### src/rtl/baud_pkg.sv
// Shared constants and elaboration-time helpers for the UART baud tick generators.
package baud_pkg;

   localparam int MIN_DIV = 2;

   function automatic int clog2(input int value);
      int bits;
      int rem;
      bits = 0;
      rem  = value - 1;
      while (rem > 0) begin
         bits = bits + 1;
         rem  = rem >> 1;
      end
      return bits;
   endfunction

   // Fixed-point divisor with NB_FRAC fraction bits, rounded to nearest.
   function automatic longint unsigned calc_d0(input longint unsigned freq,
                                              input longint unsigned baud,
                                              input longint unsigned os,
                                              input int              nb_frac);
      longint unsigned den;
      den = baud * os;
      return ((freq << (nb_frac + 1)) + den) / (den << 1);
   endfunction

endpackage

### src/rtl/baud_frac_acc.sv
// Fractional phase accumulator: adds the fractional divisor on each step and
// reports the carry that stretches the next tick period by one cycle.
module baud_frac_acc #(
   parameter int NB_FRAC = 8
) (
   input  logic               i_clk,
   input  logic               i_reset,
   input  logic               i_clear,
   input  logic               i_step,
   input  logic [NB_FRAC-1:0] i_frac,
   output logic               o_carry,
   output logic [NB_FRAC-1:0] o_acc
);

   logic [NB_FRAC-1:0] acc_q;
   logic [NB_FRAC-1:0] acc_d;
   logic [NB_FRAC-1:0] base;
   logic [NB_FRAC:0]   sum;

   always_comb begin
      base    = i_clear ? '0 : acc_q;
      sum     = {1'b0, base} + {1'b0, i_frac};
      o_carry = sum[NB_FRAC];
      acc_d   = acc_q;
      if (i_step) begin
         acc_d = sum[NB_FRAC-1:0];
      end else if (i_clear) begin
         acc_d = '0;
      end
   end

   always_ff @(posedge i_clk) begin
      if (i_reset) begin
         acc_q <= '0;
      end else begin
         acc_q <= acc_d;
      end
   end

   assign o_acc = acc_q;

endmodule

### src/rtl/frac_baud_tick_gen.sv
// Fractional-N oversampling tick generator: down-counter reloaded with int or
// int+1 cycles, shadowed divisor reload, sample index and resync for RX.
module frac_baud_tick_gen
   import baud_pkg::*;
#(
   parameter int FREQUENCY  = 50_000_000,
   parameter int BAUDRATE   = 9600,
   parameter int OVERSAMPLE = 16,
   parameter int NB_INT     = 16,
   parameter int NB_FRAC    = 8
) (
   input  logic                          i_clk,
   input  logic                          i_reset,
   input  logic                          i_enable,
   input  logic [NB_INT-1:0]             i_div_int,
   input  logic [NB_FRAC-1:0]            i_div_frac,
   input  logic                          i_div_load,
   input  logic                          i_resync,
   output logic                          o_tick,
   output logic                          o_bit_tick,
   output logic [clog2(OVERSAMPLE)-1:0]  o_sample_idx,
   output logic                          o_div_pending
);

   localparam int                  IDX_W    = clog2(OVERSAMPLE);
   localparam longint unsigned     D0       = calc_d0(FREQUENCY, BAUDRATE, OVERSAMPLE, NB_FRAC);
   localparam logic [NB_INT-1:0]   INT_RAW  = NB_INT'(D0 >> NB_FRAC);
   localparam logic [NB_INT-1:0]   MIN_INT  = NB_INT'(MIN_DIV);
   localparam logic [NB_INT-1:0]   INT0     = (INT_RAW < MIN_INT) ? MIN_INT : INT_RAW;
   localparam logic [NB_FRAC-1:0]  FRAC0    = NB_FRAC'(D0);
   localparam logic [IDX_W-1:0]    IDX_LAST = IDX_W'(OVERSAMPLE - 1);

   logic [NB_INT-1:0]  active_int_q, active_int_d;
   logic [NB_FRAC-1:0] active_frac_q, active_frac_d;
   logic [NB_INT-1:0]  shadow_int_q, shadow_int_d;
   logic [NB_FRAC-1:0] shadow_frac_q, shadow_frac_d;
   logic               pending_q, pending_d;
   logic [NB_INT-1:0]  cnt_q, cnt_d;
   logic [IDX_W-1:0]   idx_q, idx_d;
   logic               tick_q, tick_d;
   logic               bit_tick_q, bit_tick_d;

   logic               reload;
   logic               apply;
   logic [NB_INT-1:0]  eff_int;
   logic [NB_FRAC-1:0] eff_frac;
   logic               carry;
   logic [NB_FRAC-1:0] acc_unused;

   // A load landing on the reload cycle must not take effect until the next reload.
   assign reload   = i_enable && (cnt_q == '0);
   assign apply    = pending_q && (i_resync || !i_enable || (reload && !i_div_load));
   assign eff_int  = apply ? shadow_int_q  : active_int_q;
   assign eff_frac = apply ? shadow_frac_q : active_frac_q;

   baud_frac_acc #(
      .NB_FRAC (NB_FRAC)
   ) u_acc (
      .i_clk   (i_clk),
      .i_reset (i_reset),
      .i_clear (apply || i_resync),
      .i_step  (reload && !i_resync),
      .i_frac  (eff_frac),
      .o_carry (carry),
      .o_acc   (acc_unused)
   );

   always_comb begin
      active_int_d  = active_int_q;
      active_frac_d = active_frac_q;
      shadow_int_d  = shadow_int_q;
      shadow_frac_d = shadow_frac_q;
      pending_d     = pending_q;
      cnt_d         = cnt_q;
      idx_d         = idx_q;
      tick_d        = 1'b0;
      bit_tick_d    = 1'b0;

      if (apply) begin
         active_int_d  = shadow_int_q;
         active_frac_d = shadow_frac_q;
         pending_d     = 1'b0;
      end
      if (i_div_load) begin
         shadow_int_d  = (i_div_int < MIN_INT) ? MIN_INT : i_div_int;
         shadow_frac_d = i_div_frac;
         pending_d     = 1'b1;
      end

      if (i_resync) begin
         cnt_d = eff_int - NB_INT'(1);
         idx_d = '0;
      end else if (reload) begin
         cnt_d      = eff_int - NB_INT'(1) + {{(NB_INT-1){1'b0}}, carry};
         tick_d     = 1'b1;
         bit_tick_d = (idx_q == IDX_LAST);
         idx_d      = (idx_q == IDX_LAST) ? '0 : idx_q + IDX_W'(1);
      end else if (i_enable) begin
         cnt_d = cnt_q - NB_INT'(1);
      end
   end

   always_ff @(posedge i_clk) begin
      if (i_reset) begin
         active_int_q  <= INT0;
         active_frac_q <= FRAC0;
         shadow_int_q  <= INT0;
         shadow_frac_q <= FRAC0;
         pending_q     <= 1'b0;
         cnt_q         <= INT0 - NB_INT'(1);
         idx_q         <= '0;
         tick_q        <= 1'b0;
         bit_tick_q    <= 1'b0;
      end else begin
         active_int_q  <= active_int_d;
         active_frac_q <= active_frac_d;
         shadow_int_q  <= shadow_int_d;
         shadow_frac_q <= shadow_frac_d;
         pending_q     <= pending_d;
         cnt_q         <= cnt_d;
         idx_q         <= idx_d;
         tick_q        <= tick_d;
         bit_tick_q    <= bit_tick_d;
      end
   end

   assign o_tick        = tick_q;
   assign o_bit_tick    = bit_tick_q;
   assign o_sample_idx  = idx_q;
   assign o_div_pending = pending_q;

endmodule
### config.mk
export PLATFORM = sky130hd
export DESIGN_NAME = frac_baud_tick_gen
export DESIGN_NICKNAME = d
export VERILOG_FILES = /design/src/rtl/baud_pkg.sv /design/src/rtl/baud_frac_acc.sv /design/src/rtl/frac_baud_tick_gen.sv
export SDC_FILE = /design/constraint.sdc
export NUM_CORES = 1
export LEC_CHECK = 0
export CAP_MARGIN = 0
export CORE_MARGIN = 2
export CORE_UTILIZATION = 60
export CTS_CLUSTER_SIZE = 30
export DETAILED_ROUTE_END_ITERATION = 16
export PLACE_DENSITY_LB_ADDON = 0.05
export SYNTH_ARGS = -nofsm -noshare
export SYNTH_HDL_FRONTEND = slang
export SYNTH_SLANG_ARGS = --single-unit
### constraint.sdc
create_clock -name i_clk -period 12.2 [get_ports i_clk]
set_input_delay 3.66 -clock i_clk [delete_from_list [all_inputs] [get_ports i_clk]]
set_output_delay 3.66 -clock i_clk [all_outputs]
set_load 0.05 [all_outputs]
== Word level (Yosys, flattened, before mapping) ==
Cells that the tools add are included.

* Memory bits (read-only): 0
* Logic and storage cells: 45
* Memories kept: 0
* RAM bits: 0
* Output and inout port bits: 7
* Bits in registers: 79
* Latch bits: 0

* Magnitude comparators: 1
* Shift-type cells: 0
* Multiply operators: 0
* Add/sub/neg operators: 5
* Mux-type cells: 12
* Bitwise gates (word level): 1
* Equal/unequal tests: 1
* Div/mod/pow operators: 0
* Reduce and logical (&&, ||, !) cells: 15

{| class="wikitable"
|+ Operators with widths
! kind !! count
|-
| $mux W16 || 5
|-
| $sub A16 B1 Y16 const B || 2
|-
| $mux W8 || 3
|-
| $add A16 B1 Y16 || 1
|-
| $logic_not A16 Y1 || 1
|-
| $lt A16 B2 Y1 const B || 1
|-
| $add A8 B8 Y9 || 1
|-
| $add A4 B1 Y4 const B || 1
|-
| $eq A4 B4 Y1 const B || 1
|-
| $logic_and A1 B1 Y1 || 4
|-
| $mux W4 || 1
|-
| $logic_not A1 Y1 || 3
|-
| $logic_or A1 B1 Y1 || 3
|-
| $mux W1 || 3
|-
| $reduce_bool A3 Y1 || 1
|-
| $reduce_or A3 Y1 || 1
|-
| $reduce_bool A2 Y1 || 1
|-
| $reduce_or A2 Y1 || 1
|-
| $not A1 Y1 || 1
|}

== Logic depth before layout (Yosys ltp) ==
* Word-level depth: 11
* Depth in mapped cells: 29
* Depth with buffers taken out: 24

== Cells and area by module ==
From an unflattened synthesis, not the netlist that was laid out.

* Cells, all modules: 648
* Area total of the unflattened synthesis: 5129.9 µm²

{| class="wikitable"
|+ Modules (own cells, without submodules)
! module !! area an instance (µm²) !! times used !! cells an instance
|-
| frac_baud_tick_gen || 4459.3 || 1 || 574
|-
| baud_frac_acc || 670.6 || 1 || 74
|}

== Worst setup path after synthesis ==
OpenSTA, ideal clock, no wires.

* Kind: input to register
* Start point: in i_enable
* End point: reg cnt_q[11]
* Path buffers: 4
* Arrival time: 8608 ps
* Slack: 3514 ps
* Cell stages on the path: 26
* Cells stage by stage: or3b_2 > or4_1 > buf_2 > o21ai_4 > clkbuf_1 > clkbuf_1 > buf_1 > nand2_1 > nand2_1 > ha_1 > fa_1 > a21oi_1 > o21bai_1 > a21oi_1 > nor2_1 > nor2_1 > nor2b_1 > o21ai_0 > nand2b_1 > ha_1 > nor2b_1 > o21ai_1 > nor3b_4 > nand3_2 > or4_1 > o211ai_1

* Word-level cells in the longest chain between the ends: 10
* Elaborated cells between the ends (all ways): 16
* Classes of those cells: add/sub: 3; mux: 5; reduce/logical: 8

{| class="wikitable"
|+ RTL lines
! element !! RTL line !! text
|-
| from (decl) || frac_baud_tick_gen.sv:14 || <nowiki>input logic i_enable,</nowiki>
|-
| parallel branches: the longest is 10 deep, another holds $sub A16 B1 Y16 || - ||
|-
| to (signal assigned) || frac_baud_tick_gen.sv:110 || <nowiki>cnt_q <= INT0 - NB_INT'(1);</nowiki>
|-
| to (signal assigned) || frac_baud_tick_gen.sv:120 || <nowiki>cnt_q <= cnt_d;</nowiki>
|-
| to (decl) || frac_baud_tick_gen.sv:38 || <nowiki>logic [NB_INT-1:0] cnt_q, cnt_d;</nowiki>
|}

Several ways; the timed one is not identified.
A chain may end at the register's enable or synchronous reset.

== Worst setup path in the final report ==
Ends and elaborated chain as after synthesis.

==> results.md <==
* Outcome: completed
* Number of global-route vias before repair at 4,292
* Io pins at 36
* Final Skew at ~15 ps
* Detailed placer's ending HPWL at 8.49 mm
* Synthesized net count at 676
* Dominant cells by area after synthesis: sky130_fd_sc_hd__dfxtp_1 (32%), sky130_fd_sc_hd__mux2i_1 (7.3%), sky130_fd_sc_hd__nand2_1 (7.0%), sky130_fd_sc_hd__a21oi_1 (5.9%), sky130_fd_sc_hd__nor2_1 (5.3%)
* Number of antenna-violating nets in the routed design at 0
* Area inside the core boundary at slightly above 8000 sq um
* Clk sink count at 79
* Slowest library cell on the worst path: sky130_fd_sc_hd__clkdlybuf4s50_1
* NumNets Final at 690
* Initial core utilization at about three fifths
* Width of the chip at around 95 um
* Library cells used by synthesis at between 60 and 70
* Post-synthesis cell area at between 4000 and 5000 sq um
* Area grow syn2layout at 11.9%
* Syn avg cell area at between 7 and 8 sq um
* Leading area contributor after synthesis: sky130_fd_sc_hd__dfxtp_1
* Yosys warning total at 0
* Leakage at between 2 and 2.5 nW
* Pin slew with the least headroom to its limit at 917 ps
* Post-synth EDFFs at 0
* Number of synthesized register bits at 79
* HP Class: reg -> reg
* Clock-pin slew reported for the worst setup and hold paths after clock tree synthesis at 90 ps
* Arrival time of data at the critical path endpoint at ~9600 ps
* Clock Tree Root: sky130_fd_sc_hd__clkbuf_8
* Endpoint type of the worst setup path: flop
* CP Launch Type: input pin
* Layout filler cell count at around 740
* Routed Wire Length at 12.3 mm
* Overall fraction of global-route tracks in use at just under 30%
* Worst setup slack for register-to-register paths at between 6000 and 7000 ps
* Pre-CTS setup slack at 2640 ps
* Overflow after GRT at 0
* Async set-reset flop share out of synthesis at 0%
* Maximum clock path buffer count at 2
* CTS Hold Buffers Added at 0
* Layout cells sized above 1 at under 10%
* Via count of the routed design at ~4,700
* Number of stages on the worst hold path at 2
* Final worst-path cycle share at approximately three quarters
* Maximum number of pins on one net before global-route repair at 62
* Data required time of the critical path at 12,490 ps
* Num CTS Buffers at 9
* Number of endpoints failing setup at the final stage at 0
* Unrepaired setup endpoints after global routing: no
* Slew HR at around 39%
* Largest fanout on the critical path at 35
* Sum of buffers and inverters on the critical path at 2
* Max Clk Rate at between 100 and 150 MHz
* Standard cell area after detailed placement at around 5300 sq um
* Number of violations of the max-capacitance limit at 0
* Number of diodes added for antenna fixing at 0
* Worst hold start: active_frac_q[5]
* Ordered cell list for the critical path: clkdlybuf4s50_1 > or3b_2 > or4_1 > o21ai_4 > buf_4 > nand2_1 > nand2_1 > ha_1 > fa_1 > a21oi_1 > o21bai_1 > a21oi_1 > nor2_1 > nor2_1 > nor2b_1 > o21ai_0 > nand2b_1 > ha_1 > nor2b_1 > o21ai_1 > nor3b_4 > nand3_2 > or4_1 > o211ai_1
* Die Area at ~8900 sq um
* Finished Core Util at between 60% and 70%
* DIE HEIGHT at approximately 95 um
* Pwr dens at roughly 110 nW/um^2
* Number of antenna violations at the first check in global routing at 0
* Final setup slack of the worst path at between 2000 and 3000 ps
* Cell count after synthesis at between 600 and 700
* Wirelength per Cell at between 15 and 20 um
* Commonest register cell after synthesis: sky130_fd_sc_hd__dfxtp_1
* Worst R2R Start: cnt_q[0]
* Count of input and output buffers at 35
* Total count of max-transition violations in the final report at 0
* TritonCTS clock tree: done
* Final Hold Vio Count at 0
* Per-cell via count in the routed design at roughly 6
* Row count at 33
* Share of Yosys cell area claimed by the top area cell type at 32.2%
* Critical path class: in -> reg
* H-Tree Depth at 3
* Cell depth of the worst flop-to-flop path at 25
* Drt first pass iters at 6
* Family with the most delay on the worst path: simple AND/OR/NAND/NOR gates
* Global placement routability congestion at 0.901
* First-pass GRT wire length at just over 20 mm
* Number of DRC markers in iteration 0 at between 200 and 250
* Setup TNS after final layout at 0 ps
* WHS Endpoint: active_frac_q[5]
* Layout Cell Area excl Fill at between 5000 and 6000 sq um
* Count of buffers added by post-CTS timing repair for setup at 0
* Number of remaining DRC errors at 0
* Register area share after synthesis at 32.2%
* Worst-Skew Late Latency at 370 ps
* Crit path time final at between 9000 and 10,000 ps
* Worst IR Drop VDD at 77.1 uV
* Resized cells post-CTS at 0
* Destination of the worst register-to-register timing path: cnt_q[11]
* Largest stage delay, worst path at between 800 and 900 ps
==> where the power goes <==
part	internal, mW	switching (mW)	total, mW
combinational	0.0384	0.0494	0.0878
sequential	0.269	0.0133	0.282
clock	0.103	0.108	0.212
total	0.411	0.171	0.582
==> kinds of logic (layout without fill, tap and decap cells) <==
group / after synthesis / after routing / share of synthesized area, %
buffers and inverters: 48 / 67 / 3.79
XOR/XNOR: 35 / 35 / 6.23
adder cells (fa/ha/maj): 15 / 15 / 3.97
AO/OA/AOI/OAI: 135 / 135 / 17.4
flip-flops: 79 / 79 / 32.2
AND/OR/NAND/NOR: 280 / 280 / 28.0
multiplexers: 40 / 40 / 8.39
==> worst register-to-register path: stages (launching register included) <==
cell	delay, ps
sky130_fd_sc_hd__dfxtp_1	330
sky130_fd_sc_hd__inv_1	110
sky130_fd_sc_hd__ha_1	190
sky130_fd_sc_hd__or4b_2	630
sky130_fd_sc_hd__or4_1	620
sky130_fd_sc_hd__o21ai_4	180
sky130_fd_sc_hd__buf_4	390
sky130_fd_sc_hd__nand2_1	160
sky130_fd_sc_hd__nand2_1	90
sky130_fd_sc_hd__ha_1	180
sky130_fd_sc_hd__fa_1	210
sky130_fd_sc_hd__a21oi_1	70
sky130_fd_sc_hd__o21bai_1	200
sky130_fd_sc_hd__a21oi_1	100
sky130_fd_sc_hd__nor2_1	90
sky130_fd_sc_hd__nor2_1	70
sky130_fd_sc_hd__nor2b_1	100
sky130_fd_sc_hd__o21ai_0	80
sky130_fd_sc_hd__nand2b_1	170
sky130_fd_sc_hd__ha_1	180
sky130_fd_sc_hd__nor2b_1	250
sky130_fd_sc_hd__o21ai_1	220
sky130_fd_sc_hd__nor3b_4	450
sky130_fd_sc_hd__nand3_2	170
sky130_fd_sc_hd__or4_1	500
sky130_fd_sc_hd__o211ai_1	100
==> state kept, by name, indices dropped and copies added, names as in the netlist, 4 cells and up <==
signal / flops
u_acc.o_acc: 8
active_frac_q: 8
cnt_q: 16
o_sample_idx: 4
shadow_frac_q: 8
shadow_int_q: 16
active_int_q: 16
==> metal layers <==
| metal | wire, um | track usage, % | part of all wire, % |
|---|---|---|---|
| met1 | 5700 | 38.9 | 46 |
| met2 | 5590 | 45.6 | 45 |
| met3 | 721 | 5.11 | 5.8 |
| met4 | 325 | 12.1 | 2.6 |
| met5 | 0 | 0 | 0 |
==> cell usage after synthesis (7+ instances only) <==
cell type	number
sky130_fd_sc_hd__xnor2_1	23
sky130_fd_sc_hd__nor4_1	9
sky130_fd_sc_hd__inv_1	10
sky130_fd_sc_hd__ha_1	14
sky130_fd_sc_hd__nor2_1	70
sky130_fd_sc_hd__and3_1	12
sky130_fd_sc_hd__xor2_1	12
sky130_fd_sc_hd__nand2_1	92
sky130_fd_sc_hd__nor3_1	18
sky130_fd_sc_hd__dfxtp_1	79
sky130_fd_sc_hd__o21ai_0	16
sky130_fd_sc_hd__nor2b_1	8
sky130_fd_sc_hd__o31ai_1	7
sky130_fd_sc_hd__or4_1	12
sky130_fd_sc_hd__a21oi_1	58
sky130_fd_sc_hd__mux2i_1	36
sky130_fd_sc_hd__nand3_1	16
sky130_fd_sc_hd__or3_1	7
sky130_fd_sc_hd__clkbuf_1	30
==> cell type report <==
cell class / count / area, sq um / area share [%]
timing repair buffer: 41 / 390 / 7.09
tap: 105 / 131 / 2.39
clock buffer: 10 / 138 / 2.50
multi-input combinational: 505 / 3150 / 57.2
clock inverter: 6 / 75.1 / 1.36
inverter: 10 / 37.5 / 0.682
sequential: 79 / 1580 / 28.7
==> cell usage in the layout, fill, tap and decap left out, drive strengths merged, types with 7 or more instances in the layout <==
cell type / instances
or4: 12
xnor2: 23
buf: 7
nor4: 9
ha: 14
and3: 12
o21ai: 22
clkdlybuf4s50: 34
nand2: 92
dfxtp: 79
nor2: 70
or3: 7
xor2: 12
clkbuf: 10
nand3: 17
o31ai: 7
inv: 13
mux2i: 36
nor2b: 8
a21oi: 58
nor3: 19
==> per-stage QoR <==
step | hold WS [ps] | power (mW) | cells
floorplan | 435 | 0.346 | 632
global placement | 447 | 0.371 | 740
detailed placement | 456 | 0.374 | 740
CTS | 469 | 0.581 | 756
global route | 484 | 0.603 | 756
finish | 466 | 0.582 | 756
==> worst max path at each step <==
stage               startpoint        end  slack, ps  cells after the start
global route          i_enable  cnt_q[11]       2580                     24
global placement      i_enable  cnt_q[11]       2870                     24
finish                i_enable  cnt_q[11]       2940                     24
detailed placement    i_enable  cnt_q[11]       2640                     24
floorplan             i_enable  cnt_q[11]       3510                     26
CTS                   i_enable  cnt_q[11]       3000                     24
Note: power is estimated with default switching activity, not from simulation.
